$ cat src/rtl/mult_mon_pkg.sv
// ---------------------------------------------------------------------------
// mult_mon_pkg
// Shared definitions for the approximate-multiplier error monitor:
//   - default operand / counter / accumulator widths
//   - monitor FSM state encoding (RUN, DRAIN, DONE)
//   - saturating add used by every statistic accumulator
// ---------------------------------------------------------------------------
package mult_mon_pkg;

    localparam int DEF_WIDTH = 8;
    localparam int DEF_CNT_W = 16;
    localparam int DEF_SUM_W = 32;

    // Widest accumulator the saturating adder supports.
    localparam int ACC_MAX_W = 64;

    typedef enum logic [1:0] {
        RUN   = 2'd0,
        DRAIN = 2'd1,
        DONE  = 2'd2
    } mon_state_t;

    typedef struct packed {
        logic                 ovf;
        logic [ACC_MAX_W-1:0] sum;
    } sat_sum_t;

    // Adds inc to acc and clamps to the all-ones value of a w-bit field.
    // ovf flags that the true sum did not fit, so callers can keep a
    // sticky saturation indicator.
    function automatic sat_sum_t sat_add(
        input logic [ACC_MAX_W-1:0] acc,
        input logic [ACC_MAX_W-1:0] inc,
        input int                   w
    );
        sat_sum_t             res;
        logic [ACC_MAX_W:0]   full;
        logic [ACC_MAX_W-1:0] lim;
        // Shifting all-ones left by w leaves w zero LSBs; inverting gives
        // the w-bit maximum (and all-ones once w reaches ACC_MAX_W).
        lim  = ~({ACC_MAX_W{1'b1}} << w);
        full = {1'b0, acc} + {1'b0, inc};
        if (full > {1'b0, lim}) begin
            res.ovf = 1'b1;
            res.sum = lim;
        end else begin
            res.ovf = 1'b0;
            res.sum = full[ACC_MAX_W-1:0];
        end
        return res;
    endfunction

endpackage

$ cat src/rtl/mult_abs_err.sv
// ---------------------------------------------------------------------------
// mult_abs_err
// Combinational comparison of an approximate product against the exact one.
// Ports:
//   exact   in  2*WIDTH  exact unsigned product
//   y       in  2*WIDTH  approximate product under test
//   abs_err out 2*WIDTH  |y - exact|
//   over    out 1        y > exact
//   mism    out 1        y != exact
// ---------------------------------------------------------------------------
module mult_abs_err
    import mult_mon_pkg::*;
#(
    parameter int WIDTH = DEF_WIDTH
) (
    input  logic [2*WIDTH-1:0] exact,
    input  logic [2*WIDTH-1:0] y,
    output logic [2*WIDTH-1:0] abs_err,
    output logic               over,
    output logic               mism
);

    // One extra bit so the difference of two unsigned 2*WIDTH values is
    // always representable; its magnitude then fits back into 2*WIDTH.
    logic signed [2*WIDTH:0] diff;
    logic signed [2*WIDTH:0] neg_diff;

    assign diff     = $signed({1'b0, y}) - $signed({1'b0, exact});
    assign neg_diff = -diff;

    assign abs_err = diff[2*WIDTH] ? neg_diff[2*WIDTH-1:0] : diff[2*WIDTH-1:0];
    assign mism    = (diff != '0);
    assign over    = !diff[2*WIDTH] && mism;

endmodule

$ cat src/rtl/mult_err_monitor.sv
// ---------------------------------------------------------------------------
// mult_err_monitor
// At-speed error monitor for approximate WIDTH x WIDTH multipliers. Accepts a
// valid/ready stream of (a, b, y) samples, recomputes a*b and accumulates
// error statistics. A sample flagged last ends the run: the pipeline drains,
// done pulses, and the statistics stay frozen until clear.
// Ports:
//   clk, rst_n                 clock, async active-low reset
//   clear                      sync flush / zero stats / back to RUN
//   in_valid, in_ready         sample handshake
//   in_a, in_b, in_y, in_last  operands, approximate product, end-of-run mark
//   sample_cnt, mismatch_cnt,  saturating sample / mismatch /
//   over_cnt                   over-estimate counters
//   err_sum                    saturating sum of |y - a*b|
//   err_max, max_a, max_b      worst error and the operands that caused it
//   sat                        sticky: some statistic saturated
//   done                       one-cycle pulse when the last sample lands
//   stats_valid                high while statistics are frozen (DONE)
// ---------------------------------------------------------------------------
module mult_err_monitor
    import mult_mon_pkg::*;
#(
    parameter int WIDTH = DEF_WIDTH,
    parameter int CNT_W = DEF_CNT_W,
    parameter int SUM_W = DEF_SUM_W
) (
    input  logic               clk,
    input  logic               rst_n,
    input  logic               clear,
    input  logic               in_valid,
    output logic               in_ready,
    input  logic [WIDTH-1:0]   in_a,
    input  logic [WIDTH-1:0]   in_b,
    input  logic [2*WIDTH-1:0] in_y,
    input  logic               in_last,
    output logic [CNT_W-1:0]   sample_cnt,
    output logic [CNT_W-1:0]   mismatch_cnt,
    output logic [CNT_W-1:0]   over_cnt,
    output logic [SUM_W-1:0]   err_sum,
    output logic [2*WIDTH-1:0] err_max,
    output logic [WIDTH-1:0]   max_a,
    output logic [WIDTH-1:0]   max_b,
    output logic               sat,
    output logic               done,
    output logic               stats_valid
);

    mon_state_t state, state_next;
    logic       accept;

    logic [WIDTH-1:0]   a_p1, b_p1;
    logic [2*WIDTH-1:0] y_p1, exact_p1;
    logic               last_p1, vld_p1;

    logic [WIDTH-1:0]   a_p2, b_p2;
    logic [2*WIDTH-1:0] abs_err_p2;
    logic               over_p2, mism_p2, last_p2, vld_p2;

    logic [2*WIDTH-1:0] abs_err;
    logic               over, mism;

    sat_sum_t cnt_nx, mism_nx, over_nx, sum_nx;

    // FSM: state register + next-state / handshake logic
    always_ff @(posedge clk or negedge rst_n) begin
        if (!rst_n) state <= RUN;
        else        state <= state_next;
    end

    always_comb begin
        state_next = state;
        in_ready   = 1'b0;
        case (state)
            RUN: begin
                // Holding in_ready low during clear makes clear win over a
                // transfer in the same cycle; gating with rst_n keeps every
                // output low while reset is asserted.
                in_ready = rst_n && !clear;
                if (in_valid && in_ready && in_last) state_next = DRAIN;
            end
            DRAIN:   if (vld_p2 && last_p2) state_next = DONE;
            DONE:    state_next = DONE;
            default: state_next = RUN;
        endcase
        if (clear) state_next = RUN;
    end

    assign accept      = in_valid && in_ready;
    assign stats_valid = (state == DONE);

    // Pipeline valids: the only pipeline state that needs reset or flush
    always_ff @(posedge clk or negedge rst_n) begin
        if (!rst_n) begin
            vld_p1 <= 1'b0;
            vld_p2 <= 1'b0;
        end else if (clear) begin
            vld_p1 <= 1'b0;
            vld_p2 <= 1'b0;
        end else begin
            vld_p1 <= accept;
            vld_p2 <= vld_p1;
        end
    end

    // Stage 1: capture sample, form exact product
    always_ff @(posedge clk) begin
        if (accept) begin
            a_p1     <= in_a;
            b_p1     <= in_b;
            y_p1     <= in_y;
            last_p1  <= in_last;
            exact_p1 <= {{WIDTH{1'b0}}, in_a} * {{WIDTH{1'b0}}, in_b};
        end
    end

    // Stage 2: signed compare against exact product
    mult_abs_err #(
        .WIDTH (WIDTH)
    ) u_abs_err (
        .exact   (exact_p1),
        .y       (y_p1),
        .abs_err (abs_err),
        .over    (over),
        .mism    (mism)
    );

    always_ff @(posedge clk) begin
        if (vld_p1) begin
            a_p2       <= a_p1;
            b_p2       <= b_p1;
            abs_err_p2 <= abs_err;
            over_p2    <= over;
            mism_p2    <= mism;
            last_p2    <= last_p1;
        end
    end

    // Stage 3: saturating accumulation of statistics
    always_comb begin
        cnt_nx  = sat_add(64'(sample_cnt),   64'(1'b1),       CNT_W);
        mism_nx = sat_add(64'(mismatch_cnt), 64'(mism_p2),    CNT_W);
        over_nx = sat_add(64'(over_cnt),     64'(over_p2),    CNT_W);
        sum_nx  = sat_add(64'(err_sum),      64'(abs_err_p2), SUM_W);
    end

    // Clamped results never exceed the field width, so the upper bits of
    // the generic 64-bit adder output carry no information.
    logic unused_hi;
    assign unused_hi = ^{cnt_nx.sum[ACC_MAX_W-1:CNT_W], mism_nx.sum[ACC_MAX_W-1:CNT_W],
                         over_nx.sum[ACC_MAX_W-1:CNT_W], sum_nx.sum[ACC_MAX_W-1:SUM_W]};

    always_ff @(posedge clk or negedge rst_n) begin
        if (!rst_n) begin
            sample_cnt   <= '0;
            mismatch_cnt <= '0;
            over_cnt     <= '0;
            err_sum      <= '0;
            err_max      <= '0;
            max_a        <= '0;
            max_b        <= '0;
            sat          <= 1'b0;
            done         <= 1'b0;
        end else if (clear) begin
            sample_cnt   <= '0;
            mismatch_cnt <= '0;
            over_cnt     <= '0;
            err_sum      <= '0;
            err_max      <= '0;
            max_a        <= '0;
            max_b        <= '0;
            sat          <= 1'b0;
            done         <= 1'b0;
        end else begin
            done <= 1'b0;
            if (vld_p2) begin
                sample_cnt   <= cnt_nx.sum[CNT_W-1:0];
                mismatch_cnt <= mism_nx.sum[CNT_W-1:0];
                over_cnt     <= over_nx.sum[CNT_W-1:0];
                err_sum      <= sum_nx.sum[SUM_W-1:0];
                sat          <= sat | cnt_nx.ovf | mism_nx.ovf | over_nx.ovf | sum_nx.ovf;
                // Strictly greater: the first sample reaching a new worst
                // case keeps its operands on ties.
                if (abs_err_p2 > err_max) begin
                    err_max <= abs_err_p2;
                    max_a   <= a_p2;
                    max_b   <= b_p2;
                end
                done <= last_p2;
            end
        end
    end

endmodule

$ cat config.mk
export PLATFORM = sky130hd
export DESIGN_NAME = mult_err_monitor
export DESIGN_NICKNAME = d
export VERILOG_FILES = /design/src/rtl/mult_mon_pkg.sv /design/src/rtl/mult_abs_err.sv /design/src/rtl/mult_err_monitor.sv
export SDC_FILE = /design/constraint.sdc
export NUM_CORES = 1
export LEC_CHECK = 0
export CORE_ASPECT_RATIO = 0.5
export CORE_MARGIN = 4
export CORE_UTILIZATION = 45
export DETAILED_ROUTE_END_ITERATION = 10
export PLACE_DENSITY = 0.67
export SYNTH_ARGS = -nofsm -noshare
export SYNTH_HDL_FRONTEND = slang
export SYNTH_SLANG_ARGS = --single-unit
$ cat constraint.sdc
create_clock -name clk -period 8.2 [get_ports clk]
set_input_delay 1.64 -clock clk [delete_from_list [all_inputs] [get_ports clk]]
set_output_delay 1.64 -clock clk [all_outputs]
set_load 0.01 [all_outputs]
==> results of run 1 <==
## registers in the layout, indices dropped and copies added (netlist names), 16 cells and up
signal,cells
err_sum,32
abs_err_p2,16
err_max,16
exact_p1,16
mismatch_cnt,16
over_cnt,16
sample_cnt,16
y_p1,16
## placed cells by master (no fill, tap or decap), types with 4 or more instances in the layout
| cell type | count |
|---|---|
| nor2b_1 | 14 |
| ha_1 | 95 |
| clkbuf_8 | 9 |
| clkbuf_16 | 21 |
| nand2b_1 | 7 |
| o21ai_0 | 77 |
| a21o_1 | 14 |
| xnor2_1 | 37 |
| o211ai_1 | 5 |
| a31oi_1 | 14 |
| nand3_1 | 68 |
| and4_1 | 4 |
| o21bai_1 | 8 |
| nand2_1 | 68 |
| nor2_1 | 92 |
| fa_1 | 38 |
| xor2_1 | 16 |
| a41oi_1 | 5 |
| a21oi_1 | 92 |
| nand4_1 | 12 |
| nor3_1 | 24 |
| a211oi_1 | 29 |
| and2_1 | 68 |
| o31ai_1 | 5 |
| mux2i_1 | 10 |
| nand4b_1 | 4 |
| a311oi_1 | 34 |
| dfrtp_1 | 117 |
| and3_1 | 31 |
| edfxtp_1 | 84 |
| buf_4 | 11 |
| o21a_1 | 9 |
| clkdlybuf4s50_1 | 150 |
| inv_1 | 115 |
| or2_2 | 6 |
## worst max-delay path, cell delays in order
cell and delay, ns:
clkdlybuf4s50_1 0.60, and2_1 0.26, fa_1 0.54, inv_1 0.05, fa_1 0.49, inv_1 0.06
fa_1 0.53, inv_1 0.06, fa_1 0.53, inv_1 0.04, ha_1 0.30, a21boi_0 0.26
o21ai_0 0.14, a21oi_1 0.21, a41oi_1 0.17, nor2b_1 0.18, xnor2_1 0.13
## logic make-up (layout without fill, tap and decap cells)
logic type	after synthesis	in the layout	share of synthesized area (%)
compound gates	321	321	16.1
fa+ha+maj	133	133	15.1
mux	12	12	0.949
buf+inv	166	312	4.86
flops	202	202	42.4
xor+xnor	53	53	3.59
simple gates	424	424	17.1
## area by class of cell
type                       instances  share of cell area (%)
clock buffer                      33                    4.27
clock inverter                     3                  0.0970
inverter                         115                    2.79
multi-input combinational        943                    44.1
sequential                       202                    35.4
tap                              382                    3.09
timing repair buffer             161                    10.2
## through the flow
| stage | setup slack (ns) | power (mW) |
|---|---|---|
| floorplan | 2.76 | 1.83 |
| global placement | 1.92 | 2.02 |
| detailed placement | 1.78 | 2.05 |
| CTS | 2.32 | 3.00 |
| global route | 2.03 | 3.15 |
| finish | 2.28 | 2.96 |
## metal layers
metal / wire (µm) / vias up
met5: 0 / -
met4: 783 / 0
met3: 1300 / 50
met2: 14700 / 226
met1: 13500 / 4951
li1: - / 4963
## power by group
group          switching, mW  internal [mW]
registers             0.0356           1.15
clock network          0.387          0.549
logic                  0.477          0.361
## path summary, 6_finish.rpt
path,slack [ns],startpoint,cells after the start,to
max,2.28,in_b[4],17,exact_p1[13]
min,0.41,last_p1,0,last_p2
max reg2reg,4.79,y_p1[0],12,mism_p2
min reg2reg,0.41,last_p1,0,last_p2
max in group asynchronous,5.62,rst_n,2,mismatch_cnt[13]
min in group asynchronous,1.22,rst_n,1,over_cnt[13]
==> summary.txt, run 1 <==
STA
  – Final hold vios: 0
  – RSZ-0062 raised after global routing: false
  – Slew HR: about 14%
  – Hold Worst Slack: slightly above 0.4 ns
  – Final setup viols: 0
  – TNS Setup: 0 ns
  – Peak Freq: 0.169 GHz
  – Final Cycle Share: about 72%
  – Worst clock skew: 0.0227 ns
  – Max-slew violations: 0
  – Measured slew at the worst slew-check pin: 1.28 ns
  – Fin crit period: around 5.9 ns

Drt
  – Initial DRC count: around 650
  – Via/cell ratio: around 5.5
  – DR vias: around 10000
  – DR pass1 iterations: 5
  – Total Wirelength: 30300 µm
  – DRC: 0
  – Antenna Nets Post-Route: 0
  – Average wire per standard cell: about 17 µm

Clock tree
  – Hold Buf Count CTS: 0
  – Worst-path clk slew: about 0.07 ns
  – CTS tree: yes
  – # Post-CTS Setup Buffers: 0
  – Inserted Clock Buffers: 20
  – Clock Root Buffer: clkbuf_16
  – Max Root-Sink Buffers: 3
  – Clk_lat worst skew: ~0.5 ns
  – Clock tree sinks: 202
  – H-tree depth: 1
  – Cts repair resizes: 0

Synthesis
  – YS warnings: 0
  – Register area share after synthesis: between 40 and 50%
  – Cell variety after synth: 71
  – Cell count after synthesis: around 1300
  – Top cell type's share of synthesized area: a little under a quarter
  – Most frequent cell after synthesis: dfrtp_1
  – Ranking of synthesized cells by area: dfrtp_1 (23%), edfxtp_1 (20%), ha_1 (9.2%)
  – Syn Area/Cell: slightly below 10 µm²
  – Post-synth top area cell: dfrtp_1
  – EDFF count, synth: between 80 and 90
  – Top cells by count, synth: dfrtp_1 (118), inv_1 (115), ha_1 (95)
  – Asr flop ratio synth: roughly three fifths
  – Syn Nets: roughly 1500
  – Post-synth top flop: dfrtp_1
  – #FFs+latches synth: between 200 and 250
  – Synthesized cell area: ~13000 µm²

Floorplan
  – Die ar.: 31700 µm²
  – Height of the chip: approximately 130 µm
  – Die X: approximately 250 µm
  – Core Rows: 43
  – I/O pins: between 150 and 200
  – Initial Util: a little under half
  – Core Area: 28000 µm²

Pwr
  – IR drop worst, VDD: approximately 0.14 mV
  – PD cells: around 190 nW/µm²
  – LEAKAGE: roughly 6.4 nW

GRT
  – Top Usage Layer GRT: met2
  – M1 GR Usage: between 20% and 30%
  – Largest net degree at the start of global routing: 96
  – GRT Overall Usage: roughly a fifth
  – GR Overflow Total: 0
  – First-pass GRT wire length: between 40000 and 50000 µm
  – Vias in the first global route: 9943
  – Initial antenna violation count: 0
  – Grt met3 use: ~2.8%
  – GR Util met2: 32.4%

Layout
  – Layout cell share with drive strength beyond 1: between 4 and 5%
  – Inserted Diodes: 0
  – Layout area overhead: 19.7%
  – Post-layout instance area: approximately 15000 µm²
  – Layout Utilization: a little under three fifths
  – Nets@finish: ~1600
  – Fill cell count: ~2400
  – Area of the multi-input gates: ~6800 µm²
  – FF+latch area: about 5500 µm²
  – Final std cells w/o fill: between 1500 and 2000

Flow run
  – Max-Cap Viols: 0

Placement
  – Gpl congestion: 0.882
  – Placed Area: 14800 µm²
  – HPWL after DPL: around 22000 µm
  – Placed cell count: between 1500 and 2000
  – I/O Buffers: between 150 and 200

Worst setup path
  – CP arrival: between 6 and 7 ns
  – Crit path max fanout: 9
  – Crit Path Category: in -> reg
  – CP Launch Type: input port
  – WP data required: 8.46 ns
  – Worst setup EP type: register

Run status
  – Status: finished, final reports clean

Hold path
  – Hold/Removal Path Class: reg -> reg
Power figures use the tool's default switching activity.
==> run 2, diff against run 1 <==
clock period = 5.46 ns   (was 8.2 ns; I/O delays follow)
==> summary.txt, run 2 (synthesized netlist as in run 1, its figures left out) <==
Worst setup path
  – Reg2reg start: y_p1[0]
  – Reg2reg end: mism_p2
  – Crit path largest cell delay: 0.55 ns
  – Worst setup EP type: register
  – Crit Path Category: in -> reg
  – Top delay family on crit path: adder cells
  – Crit path max fanout: 4
  – WP data required: about 5.7 ns
  – CP Launch Type: input port
  – Critical path cell sequence: clkdlybuf4s50_1 > and2_1 > fa_1 > inv_1 > fa_1 > inv_1 > fa_1 > inv_1 > fa_1 > inv_1 > ha_1 > a21boi_0 > o21ai_0 > a21oi_1 > a41oi_1 > nor2b_1 > xnor2_1
  – Reg2Reg Setup Slack: between 2 and 2.5 ns
  – Slowest CP cell: fa_1
  – CP arrival: approximately 5.4 ns
  – Crit path buf inv count: 5
  – Cells on worst reg2reg path: 12

Floorplan
  – Die X: 248 µm
  – Initial Util: between 40 and 50%
  – Height of the chip: about 130 µm
  – Die ar.: 31700 µm²
  – I/O pins: about 150
  – Core Area: about 28000 µm²
  – Core Rows: 43

GRT
  – Largest net degree at the start of global routing: 82
  – Vias in the first global route: 10104
  – Initial antenna violation count: 0
  – First-pass GRT wire length: between 50000 and 60000 µm
  – GR Overflow Total: 0
  – GRT Overall Usage: between 10% and 20%

Layout
  – Final std cells w/o fill: between 1500 and 2000
  – Layout cell share with drive strength beyond 1: 6.47%
  – Most flops, register: err_sum
  – Fill cell count: roughly 2400
  – Post-layout instance area: approximately 16000 µm²
  – Commonest non-fill, non-tap cell in the layout: clkdlybuf4s50_1
  – Inserted Diodes: 0
  – Nets@finish: 1640
  – Layout Utilization: a little under three fifths
  – Most frequent cells in the layout: clkdlybuf4s50_1 (150), dfrtp_1 (117), inv_1 (115), ha_1 (95)
  – Layout area overhead: 21.0%
  – Largest register FFs: 32

Drt
  – Highest Signal Layer: met4
  – Antenna Nets Post-Route: 0
  – DR pass1 iterations: 5
  – DR vias: 10395
  – Initial DRC count: approximately 700
  – Wire length on met1: 14000 µm
  – Via/cell ratio: around 5.6
  – DRC: 0
  – Average wire per standard cell: about 17 µm
  – Met3 routed WL: ~1400 µm
  – Total Wirelength: approximately 30000 µm
  – Routed wl met2: ~15000 µm

Hold path
  – Hold/Removal Path Class: reg -> reg
  – Hold Startpoint: a_p1[6]
  – Hold path endpoint: a_p2[6]
  – WHS Path Cells: 0

Pwr
  – PD cells: 286 nW/µm²
  – IR drop worst, VDD: about 0.21 mV
  – LEAKAGE: 6.48 nW

Placement
  – Placed cell count: around 1800
  – I/O Buffers: between 150 and 200
  – Gpl congestion: approximately 0.86
  – HPWL after DPL: around 22000 µm
  – Placed Area: approximately 15000 µm²

Flow run
  – Max-Cap Viols: 0

Clock tree
  – # Post-CTS Setup Buffers: 0
  – Clock Root Buffer: clkbuf_16
  – H-tree depth: 1
  – Cts repair resizes: 0
  – Worst-path clk slew: 0.07 ns
  – Inserted Clock Buffers: 20
  – Hold Buf Count CTS: 0
  – Max Root-Sink Buffers: 3
  – Clk_lat worst skew: between 0.5 and 0.6 ns
  – CTS tree: yes
  – Clock tree sinks: 202

Run status
  – Status: finished, final reports clean

STA
  – Final hold vios: 0
  – Measured slew at the worst slew-check pin: approximately 1.3 ns
  – Worst clock skew: 0.0266 ns
  – Slew HR: 11.6%
  – Final setup viols: 0
  – RSZ-0062 raised after global routing: false
  – Max-slew violations: 0
  – Fin crit period: 5.13 ns
  – Peak Freq: between 0.15 and 0.2 GHz
  – Final Cycle Share: a little over nine tenths
-- run 2: cell count changes in the layout (fill, tap and decap cells not counted) --
cell	delta
o21ai_0	-1
bufinv_16	+1
clkinv_1	+1
clkinv_2	+5
clkbuf_1	-2
clkinvlp_4	+3
clkbuf_8	-9
buf_4	+27
o21ai_1	+1
inv_6	+1
-- run 2: how the worst max path moves through the flow --
stage                       start            to  slack [ns]  cells after the start
after CTS                 in_a[1]  exact_p1[13]        0.31                     18
after global placement    in_a[1]  exact_p1[13]       -0.12                     18
after detailed placement  in_a[1]  exact_p1[13]       -0.21                     18
final                     in_b[4]  exact_p1[13]        0.33                     17
after floorplan           in_a[3]  exact_p1[13]        0.57                     16
after global routing      in_a[1]  exact_p1[13]        0.06                     18
-- run 2: final cells by class --
class                   instances  area (µm²)  share of cell area (%)
multi-input cells             943        6830                    43.7
flip-flops and latches        202        5480                    35.0
inverters                     115         432                    2.76
repair buffers                188        1790                    11.4
clock inverters                14         105                   0.672
well taps                     382         478                    3.06
clock buffers                  22         529                    3.38
-- run 2: worst reg2reg max path, delay by kind of cell, from the launching register on --
| kind | cells | cell delay [ns] |
|---|---|---|
| AOI/OAI and AO/OA | 5 | 1.09 |
| and+or+nand+nor | 3 | 0.96 |
| adders and majority gates | 2 | 0.57 |
| DFF | 1 | 0.36 |
| buffers and inverters | 2 | 0.16 |
-- run 2: power breakdown --
group	internal [mW]	switching [mW]	total [mW]	leakage, nW
combinational	0.586	0.724	1.31	3.76
sequential	1.73	0.0542	1.78	2.41
clock	0.753	0.619	1.37	0.312
-- run 2: metrics by stage --
step | setup slack [ns] | setup TNS, ns | total power [mW] | hold WS (ns)
2_1_floorplan | 0.568 | 0 | 2.74 | 0.400
3_3_place_gp | -0.120 | -0.283 | 3.10 | 0.406
3_5_place_dp | -0.214 | -0.600 | 3.13 | 0.405
4_1_cts | 0.306 | 0 | 4.51 | 0.409
5_1_grt | 0.0563 | 0 | 4.75 | 0.413
6_report | 0.330 | 0 | 4.46 | 0.404
-- run 2: routing by layer --
metal  up-vias  track usage (%)
met5         -                0
met4         0             5.40
met3        61             2.99
met2       237             32.1
met1      5071             26.8
li1       5026                -
==> run 3, diff against run 2 <==
CORE_UTILIZATION = 35   (was 45)
DONT_BUFFER_PORTS = 1   (was default)
PLACE_DENSITY = 0.5   (was 0.67)
==> summary.txt, run 3 (synthesized netlist as in run 1, its figures left out) <==
STA
  – Max-slew violations: 0
  – Fin crit period: 4.59 ns
  – RSZ-0062 raised after global routing: false
  – Measured slew at the worst slew-check pin: 1.33 ns
  – Worst clock skew: between 0.015 and 0.02 ns
  – Peak Freq: about 0.22 GHz
  – Hold Worst Slack: around 0.27 ns
  – Final hold vios: 0
  – Final Cycle Share: between 80% and 90%
  – Slew HR: a little under an eighth
  – TNS Setup: 0 ns
  – Final setup viols: 0

Clock tree
  – Worst-path clk slew: 0.07 ns
  – # Post-CTS Setup Buffers: 0
  – Clock Root Buffer: clkbuf_16
  – H-tree depth: 1
  – Clk_lat worst skew: about 0.53 ns
  – Max Root-Sink Buffers: 3
  – Hold Buf Count CTS: 0
  – Inserted Clock Buffers: 22
  – Cts repair resizes: 0
  – Clock tree sinks: ~200
  – CTS tree: yes

Placement
  – I/O Buffers: 0
  – Placed Area: 13400 µm²
  – Gpl congestion: ~0.85
  – HPWL after DPL: around 23000 µm

Floorplan
  – Die X: 280 µm
  – Core Rows: 49
  – Height of the chip: 144 µm
  – Initial Util: between 30% and 40%
  – Die ar.: 40300 µm²
  – I/O pins: around 150
  – Core Area: 36200 µm²

Layout
  – Largest register FFs: 32
  – Area of the multi-input gates: between 6000 and 7000 µm²
  – Fill cell count: 3569
  – Most flops, register: err_sum
  – Layout cell share with drive strength beyond 1: approximately 5.2%
  – Inserted Diodes: 0
  – FF+latch area: approximately 5500 µm²
  – Most frequent cells in the layout: dfrtp_1 (117), inv_1 (115), ha_1 (95), a21oi_1 (92), nor2_1 (92)
  – Commonest non-fill, non-tap cell in the layout: dfrtp_1
  – Layout area overhead: 9.47%
  – Nets@finish: roughly 1500
  – Post-layout instance area: around 14000 µm²

Drt
  – Antenna Nets Post-Route: 0
  – Initial DRC count: slightly below 600
  – DR pass1 iterations: 5
  – Total Wirelength: ~32000 µm
  – DRC: 0
  – DR vias: 9488
  – Average wire per standard cell: 17.7 µm
  – Via/cell ratio: between 5 and 6

GRT
  – Largest net degree at the start of global routing: 124
  – GRT Overall Usage: between 10% and 20%
  – GR Overflow Total: 0
  – First-pass GRT wire length: around 51000 µm
  – Initial antenna violation count: 1
  – Vias in the first global route: around 9300

Worst setup path
  – Slowest CP cell: fa_1
  – Worst setup EP type: register
  – Cells on worst reg2reg path: 12
  – Crit Path Category: in -> reg
  – Worst setup path startpoint: in_a[3]
  – Critical path cell sequence: and2_1 > fa_1 > inv_1 > fa_1 > inv_1 > fa_1 > inv_1 > fa_1 > inv_1 > ha_1 > a21boi_0 > o21ai_0 > a21oi_1 > a41oi_1 > nor2b_1 > xnor2_1
  – WP data required: 5.75 ns
  – Crit path max fanout: 9
  – CP Launch Type: input port
  – CP arrival: approximately 4.9 ns
  – Crit path largest cell delay: between 0.5 and 0.6 ns
  – Setup crit end: exact_p1[13]
  – Reg2reg end: err_sum[11]
  – Reg2reg start: err_sum[0]
  – Reg2Reg Setup Slack: 2.01 ns

Pwr
  – PD cells: ~320 nW/µm²
  – LEAKAGE: a little under 6 nW
  – Total power draw: approximately 4.5 mW
  – IR drop worst, VDD: between 0.15 and 0.2 mV

Run status
  – Status: finished, final reports clean

Hold path
  – Hold/Removal Path Class: in -> async

Flow run
  – Max-Cap Viols: 0
-- run 3: cell count changes in the layout (fill, tap and decap cells not counted), moves of 2 or more --
cell | before | now
clkdlybuf4s50_1 | 150 | 0
buf_4 | 38 | 7
clkinv_4 | 0 | 2
clkinv_2 | 8 | 4
clkbuf_1 | 1 | 3
clkbuf_8 | 0 | 5
clkinvlp_4 | 3 | 0
-- run 3: area by class of cell --
cell class              instances  share of cell area [%]
repair buffers                  7                   0.371
multi-input cells             943                    48.3
clock inverters                10                   0.849
flip-flops and latches        202                    38.7
well taps                     484                    4.28
inverters                     115                    3.05
clock buffers                  30                    4.46
-- run 3: worst min-delay path by stage --
stage,start,endpoint,slack (ns)
detailed placement,b_p1[1],b_p2[1],0.41
global placement,a_p1[0],a_p2[0],0.41
global route,rst_n,max_a[5],0.23
finish,rst_n,sample_cnt[8],0.27
floorplan,a_p1[0],a_p2[0],0.40
CTS,rst_n,err_sum[14],0.23
-- run 3: power by group --
group,switching [mW],internal [mW]
combinational,0.663,0.492
clock,0.644,0.910
sequential,0.0682,1.73
total,1.38,3.13
-- run 3: routing by layer --
layer,track usage [%],wire [µm],up-vias,part of all wire [%]
li1,-,-,4671,-
met1,20.3,13900,4612,44
met2,26.6,15500,155,49
met3,2.92,1280,48,4.0
met4,4.26,976,2,3.1
met5,0,7,-,0.022
-- run 3: critical path: cells and delay by family --
kind,cells,cell delay (ns)
adder cells (fa/ha/maj),5,2.38
buffers and inverters,4,0.21
AO/OA/AOI/OAI,4,0.75
AND/OR/NAND/NOR,2,0.35
XOR/XNOR,1,0.09
-- run 3: metrics by stage --
stage / setup slack, ns / utilization, % / std cells
after global routing: 0.667 / 39.1 / 1791
after floorplan: 0.568 / - / 1311
final: 0.866 / 39.1 / 1791
after CTS: 0.881 / 39.1 / 1791
after global placement: 0.354 / 37.0 / 1751
after detailed placement: 0.317 / 37.0 / 1751
